## src/rtl/board_gpio_io.sv

```systemverilog
// Board GPIO front end: 2-FF sync + debounce on switches, mode-driven LED drive.
// Latency: switch pin -> sw_o in 2 + DEBOUNCE_CYCLES edges; led_i/mode/duty -> led_pin_o in 1 edge.
// Backpressure: none; free-running datapath, every input sampled every cycle.
//
// Ports:
//   clk_i       system clock
//   arst_i      asynchronous reset, active high
//   sw_pin_i    raw (asynchronous) switch pins
//   sw_o        debounced switch state
//   sw_chg_o    one-cycle pulse per channel in the first cycle sw_o shows a new value
//   led_i       LED values from the CPU
//   led_mode_i  per-LED mode, bits [2i+1:2i]: 00 direct, 01 blink, 10 dim, 11 dim-blink
//   pwm_duty_i  global dimming duty
//   led_pin_o   registered LED pin drive
module board_gpio_io #(
    parameter int SW_WIDTH        = 16,
    parameter int LED_WIDTH       = 16,
    parameter int DEBOUNCE_CYCLES = 100000,
    parameter int BLINK_DIV       = 24,
    parameter int PWM_BITS        = 8
) (
    input  logic                   clk_i,
    input  logic                   arst_i,
    input  logic [SW_WIDTH-1:0]    sw_pin_i,
    output logic [SW_WIDTH-1:0]    sw_o,
    output logic [SW_WIDTH-1:0]    sw_chg_o,
    input  logic [LED_WIDTH-1:0]   led_i,
    input  logic [2*LED_WIDTH-1:0] led_mode_i,
    input  logic [PWM_BITS-1:0]    pwm_duty_i,
    output logic [LED_WIDTH-1:0]   led_pin_o
);

    localparam int CW = $clog2(DEBOUNCE_CYCLES + 1);
    localparam logic [CW-1:0] CNT_LAST = CW'(DEBOUNCE_CYCLES - 1);

    // ---------------- switch path ----------------
    logic [SW_WIDTH-1:0] sync1_q, sync2_q;
    logic [SW_WIDTH-1:0] sw_q, sw_d;
    logic [SW_WIDTH-1:0] chg_q, chg_d;
    logic [CW-1:0]       cnt_q [SW_WIDTH];
    logic [CW-1:0]       cnt_d [SW_WIDTH];

    always_comb begin
        sw_d  = sw_q;
        chg_d = '0;
        for (int i = 0; i < SW_WIDTH; i++) begin
            cnt_d[i] = cnt_q[i];
            if (sync2_q[i] == sw_q[i]) begin
                // Input agrees with accepted state: any partial count was a glitch.
                cnt_d[i] = '0;
            end else if (cnt_q[i] == CNT_LAST) begin
                // This is the DEBOUNCE_CYCLES-th consecutive differing cycle.
                sw_d[i]  = sync2_q[i];
                chg_d[i] = 1'b1;
                cnt_d[i] = '0;
            end else begin
                cnt_d[i] = cnt_q[i] + CW'(1);
            end
        end
    end

    always_ff @(posedge clk_i or posedge arst_i) begin
        if (arst_i) begin
            sync1_q <= '0;
            sync2_q <= '0;
            sw_q    <= '0;
            chg_q   <= '0;
            for (int i = 0; i < SW_WIDTH; i++) begin
                cnt_q[i] <= '0;
            end
        end else begin
            sync1_q <= sw_pin_i;
            sync2_q <= sync1_q;
            sw_q    <= sw_d;
            chg_q   <= chg_d;
            for (int i = 0; i < SW_WIDTH; i++) begin
                cnt_q[i] <= cnt_d[i];
            end
        end
    end

    assign sw_o     = sw_q;
    assign sw_chg_o = chg_q;

    // ---------------- LED path ----------------
    logic [BLINK_DIV-1:0] blink_cnt_q;
    logic [PWM_BITS-1:0]  pwm_cnt_q;
    logic [LED_WIDTH-1:0] led_q, led_d;
    logic                 blink_ph;
    logic                 pwm_on;

    assign blink_ph = blink_cnt_q[BLINK_DIV-1];
    // Strict compare: duty 0 never lights, max duty leaves one dark cycle per period.
    assign pwm_on   = (pwm_cnt_q < pwm_duty_i);

    always_comb begin
        led_d = '0;
        for (int i = 0; i < LED_WIDTH; i++) begin
            case (led_mode_i[2*i +: 2])
                2'b00:   led_d[i] = led_i[i];
                2'b01:   led_d[i] = led_i[i] & blink_ph;
                2'b10:   led_d[i] = led_i[i] & pwm_on;
                default: led_d[i] = led_i[i] & blink_ph & pwm_on;
            endcase
        end
    end

    always_ff @(posedge clk_i or posedge arst_i) begin
        if (arst_i) begin
            blink_cnt_q <= '0;
            pwm_cnt_q   <= '0;
            led_q       <= '0;
        end else begin
            blink_cnt_q <= blink_cnt_q + BLINK_DIV'(1);
            pwm_cnt_q   <= pwm_cnt_q + PWM_BITS'(1);
            led_q       <= led_d;
        end
    end

    assign led_pin_o = led_q;

endmodule

```

## config.mk

```make
export PLATFORM = sky130hd
export DESIGN_NAME = board_gpio_io
export DESIGN_NICKNAME = d
export VERILOG_FILES = /design/src/rtl/board_gpio_io.sv
export SDC_FILE = /design/constraint.sdc
export NUM_CORES = 1
export LEC_CHECK = 0
export ABC_AREA = 1
export CAP_MARGIN = 30
export CORE_ASPECT_RATIO = 1.75
export CORE_MARGIN = 3
export CORE_UTILIZATION = 58
export CTS_CLUSTER_DIAMETER = 30
export DETAILED_ROUTE_END_ITERATION = 8
export DONT_BUFFER_PORTS = 1
export PLACE_DENSITY = 0.76
export SLEW_MARGIN = 25
export SYNTH_ARGS = -nofsm -noshare
export SYNTH_HDL_FRONTEND = slang
export SYNTH_SLANG_ARGS = --single-unit
```

## constraint.sdc

```tcl
create_clock -name clk_i -period 12.3 [get_ports clk_i]
set_input_delay 1.23 -clock clk_i [delete_from_list [all_inputs] [get_ports clk_i]]
set_output_delay 1.23 -clock clk_i [all_outputs]
set_load 0.1 [all_outputs]
```

---- Word-level counts from Yosys, hierarchy flattened ----
Cells that the tools add are included.
W data, S select, Z words.
storage, ports and cells
  input bits .............................. 74
  logic and storage cells ................. 297
  bits in registers ....................... 384
  output and inout bits ................... 48
operators by class
  bitwise operators ....................... 64
  reduce and logical (&&, ||, !) cells .... 32
  equality and inequality tests ........... 64
  multiplexer cells ....................... 80
  $add $sub $neg .......................... 18
  $lt $le $gt $ge ......................... 1
operator list
  operator                 number
  $mux W17                 32
  $add A17 B1 Y17 const B  16
  $eq A17 B17 Y1 const B   16
  $and A1 B1 Y1            48
  $pmux W1 S3              16
  $eq A2 B1 Y1 const B     16
  $eq A2 B2 Y1 const B     16
  $logic_not A2 Y1         16
  $mux W1                  32
  $reduce_and A2 Y1        16
  $add A24 B1 Y24 const B  1
  $eq A1 B1 Y1             16
  $not A1 Y1               16
  $add A8 B1 Y8 const B    1
  $lt A8 B8 Y1             1

---- Depth between registers and ports, before layout ----
Gate-level depths: netlist of run 1.
  depth in word-level cells ............... 3
  mapped depth ............................ 10
  mapped depth without buffers ............ 10

---- Worst setup path after synthesis of run 1 ----
Ideal clock, no wire load.
  path kind ............................... in2reg
  from .................................... in pwm_duty_i[5]
  to ...................................... reg led_q[0] (netlist: led_pin_o[0])
  data required time ...................... 12223 ps
  library setup time ...................... 77 ps
  setup slack ............................. 9961 ps
  arrival ................................. 2262 ps
  stages on the path ...................... 8
  buffers on the path ..................... 1
  cell sequence ........................... inv_1 > ha_1 > a21oi_1 > nor2_1 > nor3_1 > nand2_1 > buf_2 > a21oi_1
between the ends
  longest elaborated chain between the ends .. 3
  elaborated cells between the ends (all ways) .. 4
  classes of those cells .................. order compare (1); mux (1); bitwise (2)
ends and longest elaborated chain
  item                                     line      RTL
  start: declaration                       29        input logic [PWM_BITS-1:0] pwm_duty_i,
  $lt A8 B8 Y1 *                           94        assign pwm_on = (pwm_cnt_q < pwm_duty_i);
  $and A1 B1 Y1, on equally long branches  103, 102
  $pmux W1 S3 *                            99        case (led_mode_i[2*i +: 2])
  net led_d[0]                             88        logic [LED_WIDTH-1:0] led_q, led_d;
  end signal: assignment                   116       led_q <= led_d;
  end: declaration                         88
Mark *: on every way through the listed nets, which the timed path passes. The rest lies on a longest branch.
A chain may end at the register's enable or synchronous reset.

---- Worst setup path in the final report of run 1 ----
  from .................................... reg sw_q[5] (netlist: sw_o[5])
  to ...................................... out sw_o[5]
RTL lines
  item                      line  RTL
  start: declaration        38    logic [SW_WIDTH-1:0] sw_q, sw_d;
  start signal: assignment  74    sw_q <= sw_d;
  end: declaration          25    output logic [SW_WIDTH-1:0] sw_o,
No word-level cell between the ends.

==> results.toml, run 1 <==
[timing]
setup_viol = 0
rsz0062_at_grt = "false"
hold_viol = 0
finalCritPeriodShare = 0.228
timing.hold.ws_ns = 0.338
worst_slew_margin_rel = 0.324
finalMaxSlewViolations = 0
fin_worst_skew_ns = 0.0239
tightestPinTransition_ns = 1.01
fmax_mhz = 357
setup_tns_ns = 0
period_needed_ns = 2.80

[pwr]
p_per_area_mw_per_mm2 = 142
p_leak_nw = 9.77
p_int_mw = 2.35
peakVddDrop_uv = 113
p_comb_frac = 0.027
p_sw_mw = 0.694
p_clk_frac = 0.539
seq_power_share = 0.434
swShare = 0.228

[global_route]
grt_pass1_vias = 15036
grt_use_met3 = 0.0392
grt_start_max_net_pins = 171
busiest_layer = "met2"
grtUsageTotal = 0.214
grt_pass1_wl_um = 64000
grt.met1_usage = 0.225
grt_use_met2 = 0.413
grt_antenna_before_repair = 0
overflow = 0

[synth]
ys.flop_type = "dfrtp_1"
synth_cell_types = 31
syn_area_mm2 = 0.0189
synth_cells = 2321
synth_area_per_cell_um2 = 8.15
async_flop_share = 1.00
synth-seq-cells = 384
yosysTopAreaCell = "dfrtp_1"
synth_edf_count = 0
ys_seq_area_frac = 0.508
syn-num-nets = 2420
yosys.cell_count.top_type = "nand2_1"
synth_common_cells = "511 x nand2_1, 458 x nor2_1, 384 x dfrtp_1"
yosysWarnings = 0
synthDominantCellAreaShare = 0.508
synth.area.top_cells = "dfrtp_1 51%, nand2_1 10%, nor2_1 9.1%"

[setup_path]
cp.required_ns = 11.07
path_class = "reg -> out"
critPathArrivalTime_ns = 1.57
start_kind = "flop"
crit_path_end_kind = "primary output"
critical_path.max_fanout = 3

[clocking]
cts_resized = 0
numCtsBuffers = 56
clk-insertion-delay-late_ns = 0.58
cts_tree = "built"
hold_buffers = 0
cts.reportedPaths.clkPinSlew_ns = 0.05
cts_root_buf = "clkbuf_16"
htreeDepth = 2
clk_path_buf_depth = 3
postCtsSetupRepairBufs = 0
cts_sinks = 384

[finish]
fin_nets = 2479
drive_gt1_frac = 0.117
diodes = 0
areaGrowthSynthToFinish_pct = 13.3

[die]
ios = 122
rows = 86
die_w_um = 143
core_area_mm2 = 0.0319
die_h_um = 245
start_util = 0.594
dieArea_mm2 = 0.0349

[route]
wl_per_cell_um = 12.9
via_per_inst = 5.20
vias = 14666
drtPass1Iterations = 5
final_antenna_net_count = 0
drcViolationCount = 0
drtIter0Drc = 542
finalWirelength_um = 36500

[place]
post-dp-hpwl_um = 25700
numPortBuffers = 0
gp_congestion = 0.859

[min_path]
hold_path_class = "reg -> reg"

[run]
drv_cap = 0

[outcome]
status = "finished, final reports clean"
[sequential cells by signal, indices dropped and copies added (netlist names)]
signal	flops
cnt_q	272
blink_cnt_q	24
led_pin_o	16
sw_chg_o	16
sw_o	16
sync1_q	16
sync2_q	16
pwm_cnt_q	8
[metal layers]
layer  up-vias  wire (um)
met5         -          0
met4         0       1070
met3        77       1340
met2       251      19900
met1      6948      14100
li1       7390          -
[worst paths after layout]
kind / startpoint / to / slack [ns] / cells after the start
worst max-delay path: sw_o[5] / sw_o[5] / 9.50 / 0
worst min-delay path: sync1_q[3] / sync2_q[3] / 0.34 / 0
worst max register to register: sw_o[1] / cnt_q[248] / 10.13 / 4
worst min register to register: sync1_q[3] / sync2_q[3] / 0.34 / 0
max in group asynchronous: arst_i / cnt_q[66] / 9.57 / 4
min in group asynchronous: arst_i / sync2_q[3] / 0.49 / 1
[power by group through the flow]
stage          combinational, mW  clock (mW)  sequential (mW)
2_1_floorplan             0.0620           0             1.34
3_3_place_gp              0.0794           0             1.34
3_5_place_dp              0.0823           0             1.35
4_1_cts                   0.0826        1.68             1.32
5_1_grt                   0.0953        1.74             1.33
6_report                  0.0808        1.64             1.32
[layout make-up]
| cell class | instances | area, um2 |
|---|---|---|
| fillers | 2558 | 10400 |
| clock inverters | 34 | 429 |
| repair buffers | 3 | 58.8 |
| clock buffers | 70 | 1540 |
| multi-input cells | 1634 | 8180 |
| inverters | 301 | 1140 |
| well taps | 396 | 495 |
| flip-flops and latches | 384 | 9610 |
[stage by stage]
step	cell area [um2]	util	setup slack [ns]	std cells	total power, mW
final	21500	0.673	9.50	2822	3.05
after global routing	21500	0.673	9.22	2822	3.16
after CTS	21400	0.672	9.12	2821	3.09
after detailed placement	19400	0.611	8.50	2717	1.43
after global placement	19400	0.611	8.58	2717	1.42
after floorplan	18900	-	0.399	2321	1.40
[placed cells by master (no fill, tap or decap), types with 38 or more instances in the layout]
| master | count |
|---|---|
| nor3_1 | 90 |
| o21ai_0 | 42 |
| nand2_2 | 60 |
| inv_1 | 277 |
| nand3_1 | 100 |
| nor2_1 | 458 |
| xnor2_1 | 43 |
| nand2_1 | 511 |
| nor2_4 | 56 |
| dfrtp_1 | 384 |
| nand4_1 | 38 |
| clkbuf_16 | 56 |
| a21oi_1 | 61 |
| xor2_1 | 49 |
[logic make-up (layout without fill, tap and decap cells)]
kind of cell,after synthesis,in the layout,synth area share
DFF,384,384,0.508
adders and majority gates,25,25,0.0165
AOI/OAI and AO/OA,142,142,0.0411
xor gates and xnor gates,92,92,0.0426
buffers and inverters,303,408,0.0602
and+or+nand+nor,1375,1375,0.332
(Power assumes the default switching activity.)
==> run 2: changes to the inputs <==
ABC_AREA = 0   (was 1)
CORE_UTILIZATION = 60   (was 58)
clock period = 2.65 ns   (was 12.3 ns; I/O delays follow)
==> results.toml, run 2 <==
[setup_path]
crit_path_max_incr_delay_ns = 0.58
critical_path_buf_inv_count = 2
path_cells = "ha_1, o21a_1, nor2_1, o31ai_2, buf_4, a21oi_1, dlygate4sd3_1"
critPathArrivalTime_ns = 2.90
ff2ff_setup_slack_ns = 0.18
critical_path.max_fanout = 11
start_kind = "flop"
path_class = "reg -> reg"
worst_path_dominant_cell_family = "buffers and inverters"
r2r-end = "led_pin_o[13]"
r2r_cells = 7
cp.required_ns = 3.08
crit_path_top_delay_cell = "dlygate4sd3_1"
r2r_start = "pwm_cnt_q[3]"
crit_path_end_kind = "flop"
cp.depth = 7

[synth]
synth_edf_count = 0
synthDominantCellAreaShare = 0.537
ys.flop_type = "dfrtp_1"
synth_common_cells = "384 x dfrtp_1, 277 x nor2_1, 136 x xor2_1"
synth_cells = 1680
async_flop_share = 1.00
syn_area_mm2 = 0.0179
synth_cell_types = 39
yosysWarnings = 0
syn-num-nets = 1779
ys_seq_area_frac = 0.537
synth.area.top_cells = "dfrtp_1 54%, xor2_1 6.7%, xnor2_1 6.3%"
synth_area_per_cell_um2 = 10.6
yosysTopAreaCell = "dfrtp_1"
yosys.cell_count.top_type = "dfrtp_1"
synth-seq-cells = 384

[timing]
timing.hold.ws_ns = 0.130
period_needed_ns = 2.47
finalCritPeriodShare = 0.932
finalMaxSlewViolations = 0
setup_tns_ns = 0
fin_worst_skew_ns = 0.0171
tightestPinTransition_ns = 1.01
fmax_mhz = 405
setup_viol = 0
rsz0062_at_grt = "false"
hold_viol = 0
worst_slew_margin_rel = 0.329

[pwr]
p_comb_frac = 0.033
p_clk_frac = 0.527
p_leak_nw = 8.98
p_int_mw = 10.8
seq_power_share = 0.440
peakVddDrop_uv = 560
swShare = 0.230
p_per_area_mw_per_mm2 = 675
p_sw_mw = 3.21

[place]
numPortBuffers = 0
post-dp-hpwl_um = 23100
gp_congestion = 0.844
postPlaceCellArea_mm2 = 0.0183

[finish]
final_cell_mix = "384 x dfrtp_1, 277 x nor2_1, 136 x xor2_1"
areaGrowthSynthToFinish_pct = 15.7
drive_gt1_frac = 0.0960
diodes = 0
final_common_cell = "dfrtp_1"
post-route-util = 0.704
fin_nets = 1861
largest_reg_flops = 272
fill_cells = 2111
top_regs = "cnt_q (272), blink_cnt_q (24)"
top_register = "cnt_q"
stdcell_area_mm2 = 0.0207

[clocking]
cts_tree = "built"
cts_root_buf = "clkbuf_16"
cts_sinks = 384
clk_path_buf_depth = 3
cts.reportedPaths.clkPinSlew_ns = 0.06
htreeDepth = 2
cts_resized = 0
postCtsSetupRepairBufs = 0
clk-insertion-delay-late_ns = 0.56
numCtsBuffers = 52
hold_buffers = 48

[route]
vias = 12658
via_per_inst = 5.79
final_antenna_net_count = 0
drtPass1Iterations = 5
wl_per_cell_um = 16.1
drcViolationCount = 0
drtIter0Drc = 638
finalWirelength_um = 35200

[die]
die_h_um = 234
die_w_um = 137
ios = 122
core_area_mm2 = 0.0294
rows = 83
dieArea_mm2 = 0.0320
start_util = 0.608

[global_route]
grt_pass1_wl_um = 59800
grtUsageTotal = 0.224
grt_pass1_vias = 13190
grt_start_max_net_pins = 113
grt_antenna_before_repair = 0
overflow = 0

[min_path]
min_from = "led_i[0]"
worstHoldEndpoint = "led_pin_o[0]"
hold_path_class = "in -> reg"
worstHoldPathCells = 2

[outcome]
status = "finished, final reports clean"

[run]
drv_cap = 0
==> run 2: kinds of logic (layout without fill, tap and decap cells) <==
group                      count (synthesis)  in the layout  synth area share
DFF                                      384            384             0.537
adders and majority gates                 25             25            0.0175
xor gates and xnor gates                 264            264             0.129
and+or+nand+nor                          815            815             0.251
muxes                                     16             16            0.0101
AOI/OAI and AO/OA                         80             80            0.0268
buffers and inverters                     96            219            0.0276
==> run 2: final cells by class <==
type | instances | area (um2) | area share
sequential | 384 | 9610 | 0.465
tap | 382 | 478 | 0.0231
inverter | 44 | 169 | 0.00817
clock inverter | 40 | 512 | 0.0247
multi-input combinational | 1200 | 7780 | 0.376
timing repair buffer | 80 | 791 | 0.0382
clock buffer | 55 | 1340 | 0.0650
==> run 2: per-stage QoR <==
step / power, mW / setup slack, ns / instances
floorplan: 6.54 / -2.78 / 1680
global placement: 6.63 / 0.714 / 2041
detailed placement: 6.66 / 0.653 / 2042
CTS: 14.1 / 0.220 / 2185
global route: 14.5 / 0.0926 / 2185
finish: 14.0 / 0.180 / 2185
==> run 2: power by group through the flow <==
stage | combinational (mW) | clock, mW | sequential, mW
finish | 0.462 | 7.36 | 6.14
global placement | 0.384 | 0 | 6.24
detailed placement | 0.413 | 0 | 6.24
global route | 0.532 | 7.79 | 6.15
floorplan | 0.310 | 0 | 6.23
CTS | 0.473 | 7.52 | 6.14
==> run 2: worst reg2reg max path, cell delays in order, from the launching register on <==
cell and delay [ns]:
dfrtp_1 0.42, ha_1 0.30, o21a_1 0.13, nor2_1 0.05, o31ai_2 0.46, buf_4 0.30
a21oi_1 0.11, dlygate4sd3_1 0.58
==> run 2: worst max-delay path by stage <==
stage | slack [ns] | to | startpoint
floorplan | -2.78 | blink_cnt_q[0] | arst_i
global placement | 0.71 | cnt_q[161] | cnt_q[153]
detailed placement | 0.65 | cnt_q[193] | cnt_q[187]
CTS | 0.22 | led_pin_o[12] | pwm_cnt_q[3]
global route | 0.09 | led_pin_o[7] | pwm_cnt_q[5]
finish | 0.18 | led_pin_o[13] | pwm_cnt_q[3]
==> run 2: layer usage <==
layer,GRT usage,wire (um),vias up
li1,-,-,6050
met1,0.256,13700,6297
met2,0.413,19000,242
met3,0.0412,1550,69
met4,0.0794,934,0
met5,0,0,-
==> run 3: changes to the inputs <==
ABC_AREA = 1   (was 0)
==> results.toml, run 3 (synthesis results as in run 1) <==
[global_route]
overflow = 0
grt_start_max_net_pins = 96
grt_antenna_before_repair = 0
grt_pass1_vias = 15145
grtUsageTotal = 0.232
grt_pass1_wl_um = 66300

[clocking]
postCtsSetupRepairBufs = 0
numCtsBuffers = 52
cts.reportedPaths.clkPinSlew_ns = 0.06
cts_root_buf = "clkbuf_16"
htreeDepth = 2
cts_tree = "built"
cts_sinks = 384
clk-insertion-delay-late_ns = 0.57
cts_resized = 0
clk_path_buf_depth = 3
hold_buffers = 63

[pwr]
peakVddDrop_uv = 644
p_per_area_mw_per_mm2 = 622
p_leak_nw = 10.1
fin_total_pwr_mw = 13.8

[min_path]
hold_path_class = "in -> reg"
min_from = "led_i[12]"
worstHoldEndpoint = "led_pin_o[12]"
worstHoldPathCells = 2

[route]
wl_per_cell_um = 13.4
via_per_inst = 5.18
vias = 14987
final_antenna_net_count = 0
finalWirelength_um = 38700
drtIter0Drc = 630
drcViolationCount = 0
drtPass1Iterations = 5

[setup_path]
worst_path_dominant_cell_family = "simple AND/OR/NAND/NOR gates"
crit_path_top_delay_cell = "nand2_1"
cp.required_ns = 3.10
critical_path.max_fanout = 16
r2r-end = "led_pin_o[1]"
r2r_start = "pwm_cnt_q[5]"
critPathArrivalTime_ns = 2.83
crit_path_frequent_cell = "a21oi_1"
critical_path_buf_inv_count = 0
crit_path_end_kind = "flop"
start_kind = "flop"
ff2ff_setup_slack_ns = 0.27
crit_path_max_incr_delay_ns = 0.58
path_cells = "ha_1, a21oi_1, nor2_1, nor3_1, nand2_1, a21oi_1"
r2r_cells = 6
path_class = "reg -> reg"

[place]
numPortBuffers = 0
gp_congestion = 0.928
post-dp-hpwl_um = 26600
pre_cts_slack_ns = 0.486
dp_cells = 2737
postPlaceCellArea_mm2 = 0.0197

[timing]
timing.hold.ws_ns = 0.0606
fin_worst_skew_ns = 0.0214
finalCritPeriodShare = 0.898
hold_viol = 0
period_needed_ns = 2.38
rsz0062_at_grt = "false"
setup_tns_ns = 0
setup_viol = 0
worst_slew_margin_rel = 0.287
finalMaxSlewViolations = 0
fmax_mhz = 420
tightestPinTransition_ns = 1.07
fin_ws_ns = 0.271

[finish]
top_regs = "cnt_q (272), blink_cnt_q (24)"
final_common_cell = "nand2_1"
post-route-util = 0.715
areaGrowthSynthToFinish_pct = 16.9
top_register = "cnt_q"
final_cell_mix = "511 x nand2_1, 458 x nor2_1, 384 x dfrtp_1"
final_cell_count_no_fill = 2896
fin_nets = 2562
diodes = 0
largest_reg_flops = 272
stdcell_area_mm2 = 0.0221
drive_gt1_frac = 0.121

[die]
start_util = 0.611
core_area_mm2 = 0.0309
ios = 122
die_h_um = 241
die_w_um = 140
rows = 85
dieArea_mm2 = 0.0338

[outcome]
status = "finished, final reports clean"

[run]
drv_cap = 0
[run 3: cell types whose count changed in the layout (fill, tap and decap cells not counted), moves of 31 or more]
cell / previous run / this run
nand4_1: 92 / 38
nand2_1: 79 / 511
nor2_1: 277 / 458
xnor2_1: 128 / 43
xor2_1: 136 / 49
nor2_4: 0 / 56
nor3_1: 36 / 90
and4_1: 60 / 0
nand2_2: 0 / 60
nor2_2: 0 / 31
inv_1: 43 / 277
[run 3: final cells by class]
class,count,area (um2)
tap,391,489
timing repair buffer,90,896
multi-input combinational,1634,8180
fill,2382,8830
sequential,384,9610
clock buffer,58,1380
inverter,301,1130
clock inverter,38,435
[run 3: worst max path at each step]
stage | start | to | slack (ns) | cells past startpoint
global route | pwm_cnt_q[5] | led_pin_o[1] | 0.03 | 6
global placement | pwm_cnt_q[5] | led_pin_o[10] | 0.60 | 6
finish | pwm_cnt_q[5] | led_pin_o[1] | 0.27 | 6
floorplan | arst_i | blink_cnt_q[0] | -2.78 | 1
detailed placement | pwm_cnt_q[5] | led_pin_o[0] | 0.49 | 6
CTS | pwm_cnt_q[5] | led_pin_o[10] | 0.42 | 6
[run 3: worst reg2reg max path, cell delays in order, from the launching register on]
cell	delay, ns
dfrtp_1	0.40
ha_1	0.30
a21oi_1	0.14
nor2_1	0.06
nor3_1	0.31
nand2_1	0.58
a21oi_1	0.49
[run 3: routing by layer]
layer | global-route usage | part of all wire
met1 | 0.257 | 0.39
met4 | 0.0973 | 0.037
met5 | 0 | 0
met2 | 0.432 | 0.53
met3 | 0.0442 | 0.042
[run 3: power by group]
part / switching [mW] / internal, mW / leakage, nW / total, mW
Clock: 2.74 / 4.39 / 0.873 / 7.13
Combinational: 0.310 / 0.170 / 3.99 / 0.480
Sequential: 0.178 / 5.96 / 5.21 / 6.14
Total: 3.23 / 10.5 / 10.1 / 13.8
